`config.mk`:
```
export PLATFORM = sky130hd
export DESIGN_NAME = uart_frame_transmit
export DESIGN_NICKNAME = d
export VERILOG_FILES = /design/src/rtl/uart_frame_transmit.sv
export SDC_FILE = /design/constraint.sdc
export NUM_CORES = 1
export LEC_CHECK = 0
export CAP_MARGIN = 40
export CORE_MARGIN = 2
export CORE_UTILIZATION = 60
export CTS_CLUSTER_DIAMETER = 200
export DETAILED_ROUTE_END_ITERATION = 6
export GPL_TIMING_DRIVEN = 0
export PLACE_DENSITY = 0.79
export SKIP_CTS_REPAIR_TIMING = 1
export SYNTH_ARGS = -nofsm -noshare
export SYNTH_HDL_FRONTEND = slang
export SYNTH_SLANG_ARGS = --single-unit
export TNS_END_PERCENT = 50
```
`constraint.sdc`:
```
create_clock -name clk -period 5.7 [get_ports clk]
set_clock_uncertainty 0.05 [all_clocks]
set_input_delay 0.57 -clock clk [delete_from_list [all_inputs] [get_ports clk]]
set_output_delay 0.57 -clock clk [all_outputs]
set_load 0.05 [all_outputs]
```
`src/rtl/uart_frame_transmit.sv`:
```
// Framed serial transmitter: start, 4-bit size, 1-16 payload bytes, CRC-8, stop.
// Optional PARITY_EN macro inserts an even-parity bit after each data byte.
module uart_frame_transmit #(
  parameter int         MAXBYTES = 16,
  parameter logic [7:0] CRCPOLY  = 8'h07
) (
  input  logic       clk,
  input  logic       reset_n,
  input  logic [7:0] baudrate,
  input  logic [7:0] din,
  input  logic       din_valid,
  input  logic       din_last,
  output logic       din_ready,
  output logic       tx,
  output logic       busy,
  output logic       done,
  output logic [7:0] crcout
);

  localparam logic [4:0] MAXB = 5'(MAXBYTES);

  typedef enum logic [2:0] {IDLE, LOAD, START, SIZE, DATA, CRC, STOP} state_t;

  state_t     state, state_nxt;
  logic [4:0] count, count_nxt;
  logic [7:0] bitcnt, bitcnt_nxt;
  logic [7:0] baud_q, baud_nxt;
  logic [2:0] bitidx, bitidx_nxt;
  logic [3:0] byteidx, byteidx_nxt;
  logic       par_phase, par_nxt;
  logic       tx_q, tx_nxt;
  logic       done_q, done_nxt;
  logic [7:0] crcout_q, crcout_nxt;

  logic [7:0] crc_acc;
  logic [7:0] crc_new;
  logic [7:0] mem [MAXBYTES];

  logic       accept;
  logic       close;
  logic       byte_end;
  logic       last_byte;
  logic [4:0] size_w;
  logic [7:0] cur;

  function automatic logic [7:0] crc8_byte(input logic [7:0] crc, input logic [7:0] d);
    logic [7:0] c;
    c = crc ^ d;
    for (int i = 0; i < 8; i++)
      c = c[7] ? ((c << 1) ^ CRCPOLY) : (c << 1);
    return c;
  endfunction

  assign din_ready = ((state == IDLE) || (state == LOAD)) && (count < MAXB);
  assign accept    = din_valid && din_ready;
  assign close     = din_last || (count == MAXB - 5'd1);
  // The first byte of a frame restarts the CRC from zero.
  assign crc_new   = crc8_byte((state == IDLE) ? 8'h00 : crc_acc, din);
  assign size_w    = count - 5'd1;
  assign cur       = mem[byteidx];
  assign last_byte = ({1'b0, byteidx} == size_w);
`ifdef PARITY_EN
  assign byte_end  = par_phase;
`else
  assign byte_end  = (bitidx == 3'd7);
`endif

  assign tx     = tx_q;
  assign busy   = (state != IDLE);
  assign done   = done_q;
  assign crcout = crcout_q;

  always_ff @(posedge clk or negedge reset_n) begin
    if (!reset_n) begin
      state     <= IDLE;
      count     <= 5'd0;
      bitcnt    <= 8'd0;
      baud_q    <= 8'd0;
      bitidx    <= 3'd0;
      byteidx   <= 4'd0;
      par_phase <= 1'b0;
      tx_q      <= 1'b1;
      done_q    <= 1'b0;
      crcout_q  <= 8'h00;
    end else begin
      state     <= state_nxt;
      count     <= count_nxt;
      bitcnt    <= bitcnt_nxt;
      baud_q    <= baud_nxt;
      bitidx    <= bitidx_nxt;
      byteidx   <= byteidx_nxt;
      par_phase <= par_nxt;
      tx_q      <= tx_nxt;
      done_q    <= done_nxt;
      crcout_q  <= crcout_nxt;
    end
  end

  // Payload buffer and running CRC are pure data; they need no reset.
  always_ff @(posedge clk) begin
    if (accept) begin
      mem[count[3:0]] <= din;
      crc_acc         <= crc_new;
    end
  end

  always_comb begin
    state_nxt   = state;
    count_nxt   = count;
    bitcnt_nxt  = bitcnt;
    baud_nxt    = baud_q;
    bitidx_nxt  = bitidx;
    byteidx_nxt = byteidx;
    par_nxt     = par_phase;
    tx_nxt      = tx_q;
    done_nxt    = 1'b0;
    crcout_nxt  = crcout_q;

    if ((state == IDLE) || (state == LOAD)) begin
      if (accept) begin
        count_nxt = count + 5'd1;
        state_nxt = LOAD;
        if (close) begin
          state_nxt  = START;
          baud_nxt   = baudrate;
          bitcnt_nxt = baudrate - 8'd1;
          crcout_nxt = crc_new;
          tx_nxt     = 1'b0;
        end
      end
    end else if (bitcnt != 8'd0) begin
      bitcnt_nxt = bitcnt - 8'd1;
    end else begin
      bitcnt_nxt = baud_q - 8'd1;
      case (state)
        START: begin
          state_nxt  = SIZE;
          bitidx_nxt = 3'd0;
          tx_nxt     = size_w[0];
        end
        SIZE: begin
          if (bitidx == 3'd3) begin
            state_nxt   = DATA;
            bitidx_nxt  = 3'd0;
            byteidx_nxt = 4'd0;
            par_nxt     = 1'b0;
            tx_nxt      = mem[0][0];
          end else begin
            bitidx_nxt = bitidx + 3'd1;
            tx_nxt     = size_w[bitidx_nxt[1:0]];
          end
        end
        DATA: begin
          if (byte_end) begin
            bitidx_nxt = 3'd0;
            par_nxt    = 1'b0;
            if (last_byte) begin
              state_nxt = CRC;
              tx_nxt    = crcout_q[0];
            end else begin
              byteidx_nxt = byteidx + 4'd1;
              tx_nxt      = mem[byteidx_nxt][0];
            end
          end
`ifdef PARITY_EN
          else if (bitidx == 3'd7) begin
            par_nxt = 1'b1;
            tx_nxt  = ^cur;
          end
`endif
          else begin
            bitidx_nxt = bitidx + 3'd1;
            tx_nxt     = cur[bitidx_nxt];
          end
        end
        CRC: begin
          if (bitidx == 3'd7) begin
            state_nxt = STOP;
            tx_nxt    = 1'b1;
          end else begin
            bitidx_nxt = bitidx + 3'd1;
            tx_nxt     = crcout_q[bitidx_nxt];
          end
        end
        STOP: begin
          state_nxt = IDLE;
          count_nxt = 5'd0;
          done_nxt  = 1'b1;
          tx_nxt    = 1'b1;
        end
        default: state_nxt = IDLE;
      endcase
    end
  end

endmodule

```
==> results.txt <==
Status -> finished with violations
Failing checks -> DRC
Leakage Power -> 0.003361 uW
RePlAce Congestion -> 0.9122
Final ANT Viol Nets -> 0
Clock Sink Count -> 177
Post-synth top cells -> edfxtp_1, nand2_1, dfrtp_1
Post-synthesis sequential area ratio -> 0.6172
Worst r2r path cells -> 10
Syn_area_per_cell -> 13.76 um2
Crit Path Class -> reg -> reg
Initial Utilization -> 0.6205
Crit path time final -> 3.289 ns
All-Layer GR Usage -> 0.2792
P&R area growth vs syn -> 14.40%
Fmax -> 304.1 MHz
CTS Buf Count -> 17
Htree depth -> 4
Per-cell routed wire length -> 22.94 um
Max Slew Vio Count -> 0
N_diodes -> 0
Final Cycle Share -> 0.5770
Vias in the first global route -> 5462
Clock-pin slew on the worst setup and hold paths -> 0.07 ns
First-pass GRT wire length -> 30060 um
Critical Path AT -> 3.36 ns
Initial antenna violation count -> 0
TritonCTS clock tree -> built
Top_reg_cell synth -> edfxtp_1
Root Driver -> clkbuf_16
Power per cell area -> 307.3 nW/um2
Crit end category -> flop
Count leader, synth -> edfxtp_1
Yosys reg bits -> 177
Seq. cell area -> 5111 um2
Die area -> 14760 um2
Drt initial violations -> 698
Clock Latency Late Sink -> 0.43 ns
Met3 usage -> 0.06532
Max FO, Critical Path -> 17
Met1 Use GR -> 0.3720
Net count reported at finish -> 692
Syn_nets -> 634
Via density -> 6.402
Finished layout cell area -> 9474 um2
RSZ-0062 raised after global routing -> no
Final Hold Fails -> 0
Cell Rows -> 42
Die X -> 121.5 um
Fin Setup TNS -> 0 ns
Async set-or-reset flop fraction in the synthesized netlist -> 0.2316
Reg2reg start -> state[2]$_DFFE_PN0P_
Bufs on Longest Clock Path -> 2
Ports -> 32
Synth warn -> 0
Worst-margin pin slew -> 0.8685 ns
Synthesized instance count -> 602
Largest cells by area after synthesis -> edfxtp_1, dfrtp_1, mux4_2
Startpoint type of the worst setup path -> flop
Register-to-register setup slack -> 2.41 ns
Hold Slack -> 0.4274 ns
Largest net degree at the start of global routing -> 39
Mapped Area -> 8282 um2
Rel. slew slack -> 0.4149
Share of cells above drive strength 1 -> 0.1235
Max Cap Viol -> 0
Multi-input gate area -> 2962 um2
# port buffers -> 31
Reg2reg end -> mem[3][4]$_DFFE_PP_
Post-DP HPWL -> 13070 um
WL final -> 19450 um
Final WS setup -> 2.411 ns
DRC Markers -> 1
Place WS -> 2.456 ns
Vias -> 5429
Worst EP required -> 5.77 ns
# setup viols final -> 0
Core Area -> 13350 um2
Yosys top cell area share -> 0.4931
GRT Max-Usage Layer -> met2
Placed Area -> 8847 um2
Maximum vdd ir drop -> 0.2668 mV
Fill count -> 881
Die H -> 121.5 um
Synth area leader -> edfxtp_1
Worst Hold Class -> in -> async
Met2 Use GR -> 0.4554
Total Power -> 2912 uW
GRT overflow -> 0
First-pass DRT Iterations -> 7
Post-synth EDFFs -> 136
Synth unique cells -> 65
area by class of cell:
cell class	instances	area share
plain buffers	30	0.01413
clock buffers	19	0.04569
clock inverters	12	0.01783
inverters	20	0.007924
multi-input cells	375	0.3126
flip-flops and latches	177	0.5395
well taps	176	0.02324
repair buffers	39	0.03909
power breakdown:
part	internal [uW]	switching, uW
registers	1420	27.5
logic	109	150
clock network	700	503
total	2230	680
through the flow:
stage | utilization | std cells
after floorplan | - | 602
after global placement | 0.6602 | 809
after detailed placement | 0.6628 | 814
after CTS | 0.7079 | 845
after global routing | 0.7098 | 848
final | 0.7098 | 848
layout by cell type, fill, tap and decap left out, drive strengths merged, types with 9 or more instances in the layout:
cell type / synthesis / layout
a21oi: 14 / 14
and2: 9 / 9
and3: 9 / 9
buf: 14 / 22
clkbuf: 16 / 35
clkdlybuf4s50: 0 / 30
dfrtp: 40 / 40
edfxtp: 136 / 136
ha: 12 / 12
inv: 20 / 27
mux2i: 27 / 27
mux4: 28 / 28
nand2: 71 / 71
nor2: 39 / 39
nor3: 12 / 12
o21ai: 17 / 17
xnor2: 24 / 24
xor2: 11 / 11
critical path, cell delays in order, from the launching register on:
cell      delay [ns]
dfrtp_1         0.38
buf_6           0.14
or2_0           0.21
clkbuf_1        0.20
nor2_1          0.18
nand2_1         0.14
inv_1           0.10
buf_2           0.38
nand2_1         0.28
nor3_1          0.60
buf_2           0.33
state kept, by name, summed over array words and instances, names as in the netlist:
name / count
tx: 1
bitidx: 3
state: 3
count: 5
mem: 128
byteidx: 4
crc_acc: 8
baud_q: 8
bitcnt: 8
done: 1
crcout: 8
layer usage:
| layer | up-vias | routed length [um] |
|---|---|---|
| met5 | - | 0 |
| met4 | 0 | 503 |
| met3 | 52 | 1690 |
| met2 | 298 | 9573 |
| met1 | 2684 | 7685 |
| li1 | 2395 | - |
kinds of logic after synthesis:
family / synth area share
AO/OA/AOI/OAI: 0.08068
XOR/XNOR: 0.04442
adder cells (fa/ha/maj): 0.01813
buffers and inverters: 0.02523
flip-flops: 0.6172
multiplexers: 0.1133
AND/OR/NAND/NOR: 0.1011
how the worst max path moves through the flow:
stage,slack [ns],endpoint,from
global placement,2.27,mem[3][3]$_DFFE_PP_,state[2]$_DFFE_PN0P_
detailed placement,2.46,crcout[2]$_DFFE_PN0P_,din[7]
global route,2.30,mem[3][4]$_DFFE_PP_,state[2]$_DFFE_PN0P_
CTS,2.47,mem[14][3]$_DFFE_PP_,state[2]$_DFFE_PN0P_
floorplan,2.39,mem[3][0]$_DFFE_PP_,state[2]$_DFFE_PN0P_
finish,2.41,mem[3][4]$_DFFE_PP_,state[2]$_DFFE_PN0P_
Power figures use the tool's default switching activity.
